`src/rtl/sp_wb_arbiter.sv`:
```
// Purpose : two-master round-robin arbiter for the 8-bit Wishbone service bus,
//           granting per whole cyc tenure, with a per-strobe ack watchdog.
// Latency : grant one cycle after cyc rises in IDLE; ack/err/read data are
//           combinational; at least one idle cycle between tenures.
// Backpressure: a master simply holds stb until ack or err; a silent slave is
//           turned into an err after TIMEOUT+1 strobe cycles.
//
// Ports:
//   clk, reset_n              clock, asynchronous active-low reset
//   m{0,1}_adr_i/dat_i/we_i/sel_i/stb_i/cyc_i   master requests
//   m{0,1}_dat_o/ack_o/err_o                     master responses
//   s_adr_o/dat_o/we_o/sel_o/stb_o/cyc_o         slave-side bus
//   s_dat_i/s_ack_i                              slave responses
//   grant_o                   one-hot owner (bit 0 = master 0), 0 when idle
//   timeout_o                 sticky watchdog-error flag, cleared by reset only

module sp_wb_arbiter #(
  parameter int TIMEOUT  = 255,
  parameter int TO_WIDTH = 8
) (
  input  logic        clk,
  input  logic        reset_n,

  input  logic [23:0] m0_adr_i,
  input  logic [7:0]  m0_dat_i,
  output logic [7:0]  m0_dat_o,
  input  logic        m0_we_i,
  input  logic [0:0]  m0_sel_i,
  input  logic        m0_stb_i,
  input  logic        m0_cyc_i,
  output logic        m0_ack_o,
  output logic        m0_err_o,

  input  logic [23:0] m1_adr_i,
  input  logic [7:0]  m1_dat_i,
  output logic [7:0]  m1_dat_o,
  input  logic        m1_we_i,
  input  logic [0:0]  m1_sel_i,
  input  logic        m1_stb_i,
  input  logic        m1_cyc_i,
  output logic        m1_ack_o,
  output logic        m1_err_o,

  output logic [23:0] s_adr_o,
  output logic [7:0]  s_dat_o,
  output logic        s_we_o,
  output logic [0:0]  s_sel_o,
  output logic        s_stb_o,
  output logic        s_cyc_o,
  input  logic [7:0]  s_dat_i,
  input  logic        s_ack_i,

  output logic [1:0]  grant_o,
  output logic        timeout_o
);

  typedef enum logic [1:0] {
    IDLE = 2'b00,
    GNT0 = 2'b01,
    GNT1 = 2'b10
  } state_t;

  localparam logic [TO_WIDTH-1:0] TIMEOUT_C = TO_WIDTH'(TIMEOUT);

  state_t              state_q, state_d;
  logic                last_q, last_d;     // last master served; 1 after reset so m0 wins the first tie
  logic [TO_WIDTH-1:0] wd_q, wd_d;
  logic                timeout_q, timeout_d;

  // Signals of whichever master currently owns the bus (all 0 in IDLE).
  logic                granted;
  logic [23:0]         mx_adr;
  logic [7:0]          mx_dat;
  logic                mx_we;
  logic [0:0]          mx_sel;
  logic                mx_stb;
  logic                mx_cyc;
  logic                wd_fire;
  logic                stb_out;
  logic                ack_out;

  // ------------------------------------------------------------------
  // Owner mux
  // ------------------------------------------------------------------
  always_comb begin
    granted = 1'b0;
    mx_adr  = '0;
    mx_dat  = '0;
    mx_we   = 1'b0;
    mx_sel  = '0;
    mx_stb  = 1'b0;
    mx_cyc  = 1'b0;
    case (state_q)
      GNT0: begin
        granted = 1'b1;
        mx_adr  = m0_adr_i;
        mx_dat  = m0_dat_i;
        mx_we   = m0_we_i;
        mx_sel  = m0_sel_i;
        mx_stb  = m0_stb_i;
        mx_cyc  = m0_cyc_i;
      end
      GNT1: begin
        granted = 1'b1;
        mx_adr  = m1_adr_i;
        mx_dat  = m1_dat_i;
        mx_we   = m1_we_i;
        mx_sel  = m1_sel_i;
        mx_stb  = m1_stb_i;
        mx_cyc  = m1_cyc_i;
      end
      default: ;
    endcase
  end

  // An ack arriving on the boundary cycle suppresses the fire, so ack wins.
  assign wd_fire = granted & (wd_q == TIMEOUT_C) & mx_stb & ~s_ack_i;

  // The fired strobe is withdrawn from the slave so a late ack cannot be
  // matched to a transfer the master has already seen fail.
  assign stb_out = mx_stb & mx_cyc & ~wd_fire;
  assign ack_out = s_ack_i & stb_out;

  // ------------------------------------------------------------------
  // Outputs
  // ------------------------------------------------------------------
  assign s_adr_o  = mx_adr;
  assign s_dat_o  = mx_dat;
  assign s_we_o   = mx_we;
  assign s_sel_o  = mx_sel;
  assign s_stb_o  = stb_out;
  assign s_cyc_o  = mx_cyc;

  assign m0_dat_o = s_dat_i;
  assign m1_dat_o = s_dat_i;

  assign m0_ack_o = (state_q == GNT0) & ack_out;
  assign m1_ack_o = (state_q == GNT1) & ack_out;
  assign m0_err_o = (state_q == GNT0) & wd_fire;
  assign m1_err_o = (state_q == GNT1) & wd_fire;

  assign grant_o   = {state_q == GNT1, state_q == GNT0};
  assign timeout_o = timeout_q;

  // ------------------------------------------------------------------
  // Next-state logic
  // ------------------------------------------------------------------
  always_comb begin
    state_d   = state_q;
    last_d    = last_q;
    timeout_d = timeout_q | wd_fire;

    case (state_q)
      IDLE: begin
        if (m0_cyc_i && m1_cyc_i) begin
          state_d = last_q ? GNT0 : GNT1;
        end else if (m0_cyc_i) begin
          state_d = GNT0;
        end else if (m1_cyc_i) begin
          state_d = GNT1;
        end
      end
      // Tenure ends only when the owner drops cyc; going through IDLE
      // guarantees one dead cycle before the other master can take over.
      GNT0: begin
        if (!m0_cyc_i) begin
          state_d = IDLE;
          last_d  = 1'b0;
        end
      end
      GNT1: begin
        if (!m1_cyc_i) begin
          state_d = IDLE;
          last_d  = 1'b1;
        end
      end
      default: state_d = IDLE;
    endcase
  end

  // Watchdog counts consecutive unacknowledged strobe cycles of the owner.
  always_comb begin
    if (!granted || !mx_stb || s_ack_i || wd_fire) begin
      wd_d = '0;
    end else begin
      wd_d = wd_q + TO_WIDTH'(1);
    end
  end

  // ------------------------------------------------------------------
  // State registers
  // ------------------------------------------------------------------
  always_ff @(posedge clk or negedge reset_n) begin
    if (!reset_n) begin
      state_q   <= IDLE;
      last_q    <= 1'b1;
      wd_q      <= '0;
      timeout_q <= 1'b0;
    end else begin
      state_q   <= state_d;
      last_q    <= last_d;
      wd_q      <= wd_d;
      timeout_q <= timeout_d;
    end
  end

endmodule

```
`config.mk`:
```
export PLATFORM = sky130hd
export DESIGN_NAME = sp_wb_arbiter
export DESIGN_NICKNAME = d
export VERILOG_FILES = /design/src/rtl/sp_wb_arbiter.sv
export SDC_FILE = /design/constraint.sdc
export NUM_CORES = 1
export LEC_CHECK = 0
export CAP_MARGIN = 20
export CELL_PAD_IN_SITES_DETAIL_PLACEMENT = 1
export CELL_PAD_IN_SITES_GLOBAL_PLACEMENT = 2
export CORE_UTILIZATION = 30
export CTS_BUF_LIST = sky130_fd_sc_hd__clkbuf_8
export CTS_CLUSTER_DIAMETER = 150
export CTS_CLUSTER_SIZE = 12
export DETAILED_ROUTE_END_ITERATION = 6
export DONT_BUFFER_PORTS = 1
export GPL_ROUTABILITY_DRIVEN = 0
export HOLD_SLACK_MARGIN = 0.06
export MAX_ROUTING_LAYER = met4
export PLACE_DENSITY = 0.8
export SLEW_MARGIN = 25
export SYNTH_ARGS = -nofsm -noshare
export SYNTH_HDL_FRONTEND = slang
export SYNTH_SLANG_ARGS = --single-unit
export TNS_END_PERCENT = 1
```
`constraint.sdc`:
```
create_clock -name clk -period 2.1 [get_ports clk]
set_input_delay 0.21 -clock clk [delete_from_list [all_inputs] [get_ports clk]]
set_output_delay 0.21 -clock clk [all_outputs]
set_load 0.05 [all_outputs]
```
After elaboration in Yosys (flattened, before gate mapping)
Index checks and enable logic that the tools add are counted.

Flip-flop bits (word level): 12. Bits in latches: 0. Bits in writable memories: 0. Bits in read-only memories: 0. Input port bits: 83. Output and inout bits: 59. Memories: 0.

Add/subtract/negate cells: 1. Multiply operators: 0. Divide/modulo/power cells: 0. Magnitude comparators: 0. Equal/unequal tests: 6. Shifts and indexed selects: 0. Muxes and demuxes: 18. Bitwise operators: 13. Reductions and logical operators: 11.

Operators with widths (count): $pmux 24 s2 (1); $pmux 8 s2 (1); $mux 2 (6); $and 1x1->1 (10); $pmux 1 s2 (5); $add 8x1->8 const B (1); $eq 8x8->1 const B (1); $mux 8 (1); $pmux 2 s3 (1); $reduce_and 3->1 (2); $ne 2x2->1 const B (2); $ne 4x4->1 const B (1); $logic_or 1x1->1 (3); $mux 1 (3); $eq 2x1->1 const B (1); $eq 2x2->1 const B (1); $logic_not 1->1 (2); $logic_not 2->1 (1); $not 1->1 (2); $reduce_bool 2->1 (1); $reduce_or 2->1 (1); $logic_and 1x1->1 (1); $or 1x1->1 (1).

Depth between registers and ports, before layout
Depth after elaboration: 10. Gate-level depth with buffers: 6.

Worst setup path after synthesis
OpenSTA, ideal clock, no wires.

Kind: register -> output. From: register state_q[1]. To: output port s_adr_o[10]. Arrival time: 2.342 ns. Slack: -0.452 ns. Cell stages (with the launch flop): 7. Path buffers: 2. Cells stage by stage: dfrtp_1 inv_1 ha_1 buf_2 buf_1 a22oi_1 nor2b_1.

Longest elaborated chain between the ends: 2. Elaborated cells between the ends (all ways): 3. Those cells by class: 2 x eq/ne; 1 x mux.

RTL lines: start, declared (RTL line 65) `state_t state_q, state_d;`; start signal, assigned (RTL line 200) `state_q <= state_d;`; $eq 2x1->1; net grant_o[0] (RTL line 53) `output logic [1:0] grant_o,`; $pmux 24 s2 (RTL line 93) `case (state_q)`; end, declared (RTL line 44) `output logic [23:0] s_adr_o,`.

The timed path passes the listed nets, and every way through them passes these cells.

Final worst setup path
From: register state_q[1]. To: output port m1_ack_o.

Longest elaborated chain between the ends: 10. Elaborated cells between the ends (all ways): 14. Those cells by class: 2 x eq/ne; 3 x mux; 8 x bitwise; 1 x reduce/logical.

RTL lines: $eq 2x1->1 / $eq 2x2->1 (equally long branches) (RTL line 93, 138); $reduce_or 2->1 (no line); $mux 1 (RTL line 93); $and 1x1->1 (3 in series) (RTL line 117) `assign wd_fire = granted & (wd_q == TIMEOUT_C) & mx_stb & ~s_ack_i;`; $not 1->1 (RTL line 121) `assign stb_out = mx_stb & mx_cyc & ~wd_fire;`; $and 1x1->1 (RTL line 121); $and 1x1->1 (RTL line 122) `assign ack_out = s_ack_i & stb_out;`; $and 1x1->1 * (RTL line 138) `assign m1_ack_o = (state_q == GNT1) & ack_out;`; end, declared (RTL line 41) `output logic m1_ack_o,`.

Mark *: on every way between the ends. The rest lies on a longest branch, timed or not.

==> impl_metrics.json <==
{
  "p_leak_nw": 0.772,
  "synthFlopType": "dfrtp_1",
  "gr-usage-met1_pct": 21.2,
  "max-vdd-ir-drop_mv": 0.591,
  "syn_area_um2": 1330,
  "hold_viol_final": 0,
  "crit_chain": "inv_1 > ha_2 > a22oi_1 > nor3b_2 > and3_1 > buf_12",
  "cts_tree": "done",
  "cp_max_fo": 4,
  "antenna_found_initial": 0,
  "max_clock_freq_ghz": 0.495,
  "rows": 23,
  "area_growth_pct": 50.4,
  "yosysSeqAreaShare_pct": 22.7,
  "dr_total_vias": 1352,
  "h-tree-depth": 1,
  "antenna_cells": 0,
  "cpPeakStageDelay_ns": 0.39,
  "clock_sinks": 12,
  "slew_headroom_pct": 62.0,
  "drc": 0,
  "period_minus_slack_ns": 2.02,
  "final_util_pct": 48.5,
  "clkTransAtPathRegs_ns": 0.06,
  "power_w": 0.00327,
  "startpoint_type": "register",
  "overflow": 0,
  "wl_um": 4460,
  "hold_path.class": "input pin to register",
  "die_x_um": 68.5,
  "setup_slack_ns": 0.0782,
  "layoutNonFillerInstCount": 237,
  "path_class": "register to primary output",
  "cts-root-buf": "clkbuf_8",
  "synth_nets": 253,
  "drt_iter0_drc": 38,
  "async_reset_ff_share_pct": 100,
  "postCtsSetupBuffers": 0,
  "regArea_um2": 302,
  "tightestPinTransition_ns": 0.567,
  "mostFrequentLayoutCells": "a22oi_1 (35), buf_12 (25), buf_4 (21)",
  "nets": 275,
  "wl_per_cell_um": 18.8,
  "synth_cell_types": 33,
  "start_util_pct": 32.2,
  "rsz0062_at_grt": "true",
  "port_buffers": 0,
  "die-area_um2": 4690,
  "synth_edf_count": 0,
  "outcome": "finished, final reports clean",
  "critPathCaptureType": "primary output",
  "gr-usage-all-layers_pct": 17.7,
  "cap_violations": 0,
  "worst_hold_slack_ns": 0.141,
  "arrival_ns": 1.81,
  "fin_skew_ns": 0.00140,
  "grt_start_max_net_pins": 40,
  "grt_pass1_wl_um": 6010,
  "synthCells": 166,
  "syn_area_per_cell_um2": 7.99,
  "grt_pass1_vias": 1320,
  "use_met3_pct": 1.64,
  "placed_cells": 232,
  "cts_max_path_buffers": 2,
  "critPathRequiredTime_ns": 1.89,
  "layout-drive-gt1-share_pct": 40.1,
  "ant_nets": 0,
  "die_h_um": 68.5,
  "report.final.slew_viol_count": 0,
  "multiInputGateArea_um2": 888,
  "fp.coreArea_um2": 4120,
  "viasPerCell": 5.70,
  "io_pins": 142,
  "ys_warn_count": 0,
  "setup_viol": 0,
  "first_pass_iters": 4,
  "top_usage_layer": "met2",
  "synth-seq-cells": 12,
  "powerDensity_nw_per_um2": 1640,
  "cp_slowest_cell": "dfrtp_1",
  "layout_commonest_cell": "a22oi_1",
  "preCtsSetupSlack_ns": 0.162,
  "place_hpwl_um": 3610,
  "finalCritPeriodShare_pct": 96.3,
  "final.fill_count": 460,
  "cts_buffers": 3,
  "grt_util_met2_pct": 30.1,
  "clock_latency_ns": 0.25
}
## power breakdown
part / total (W) / internal [W] / switching (W)
Combinational: 0.00272 / 0.00113 / 0.00158
Sequential: 0.000294 / 0.000269 / 0.0000247
Clock: 0.000259 / 0.000166 / 0.0000929
Total: 0.00327 / 0.00157 / 0.00170
## metal layers
layer  share of wire, %  wire [um]  vias to the layer above
met2                 53       2350                       76
met5                  0          0                        -
met3                6.1        273                       13
met1                 39       1750                      635
li1                   -          -                      628
met4                2.1         95                        0
## state kept, by name, indices dropped and copies added, names as in the netlist
register,count
last_q,1
state_q,2
timeout_o,1
wd_q,8
## worst max-delay path: cells and delay by family (launching register included)
family	cells	cell delay (ns)
fa+ha+maj	1	0.25
compound gates	1	0.14
simple gates	2	0.52
buf+inv	2	0.26
flops	1	0.39
## layout make-up
cell class	count	area share, %
multi-input combinational	119	44.5
timing repair buffer	47	33.5
sequential	12	15.1
tap	50	3.14
clock buffer	4	2.76
inverter	5	0.941
## timing repair
item                                   CTS  global route
pin swaps                                0             1
setup endpoints to repair               37            38
gates resized for setup                  3             8
endpoints found under the hold margin   12             0
hold buffers                             1             0
## Yosys cell counts, types with 3 or more instances
library cell	count	area share [%]
nand3_1	3	1.1
ha_1	4	3.8
clkbuf_1	7	2.0
dfrtp_1	11	21
a22oi_1	36	20
buf_4	17	9.6
nor3b_1	3	1.7
and3_1	5	2.4
nor2b_1	36	17
nand2_1	3	0.85
nor3_1	4	1.5
buf_2	5	1.9
inv_1	5	1.4
a21oi_1	5	1.9
## worst paths after layout
kind | cells after the start | from | endpoint | slack (ns)
min in group asynchronous | 1 | reset_n | wd_q[1]$_DFF_PN0_ | 0.40
setup reg to reg | 5 | state_q[0]$_DFFE_PN0P_ | wd_q[2]$_DFF_PN0_ | 0.26
setup / recovery | 6 | state_q[1]$_DFFE_PN0P_ | m1_ack_o | 0.08
max in group asynchronous | 1 | reset_n | last_q$_DFFE_PN1P_ | 1.33
hold / removal | 1 | m1_cyc_i | state_q[1]$_DFFE_PN0P_ | 0.14
hold reg to reg | 1 | wd_q[0]$_DFF_PN0_ | wd_q[0]$_DFF_PN0_ | 0.54
## kinds of logic (layout without fill, tap and decap cells)
family	after synthesis	count (layout)	synth area share, %
adder cells (fa/ha/maj)	4	4	3.77
flip-flops	12	12	22.7
AND/OR/NAND/NOR	62	62	29.0
AO/OA/AOI/OAI	50	50	27.4
buffers and inverters	35	56	15.2
XOR/XNOR	3	3	1.98
## stage by stage
stage / TNS (ns) / cell area, um^2
finish: 0 / 1990
global route: -0.0591 / 1990
CTS: -0.00517 / 1970
detailed placement: 0 / 1890
global placement: 0 / 1890
floorplan: -6.43 / 1370
No activity file was read; power rests on OpenSTA's default activity.
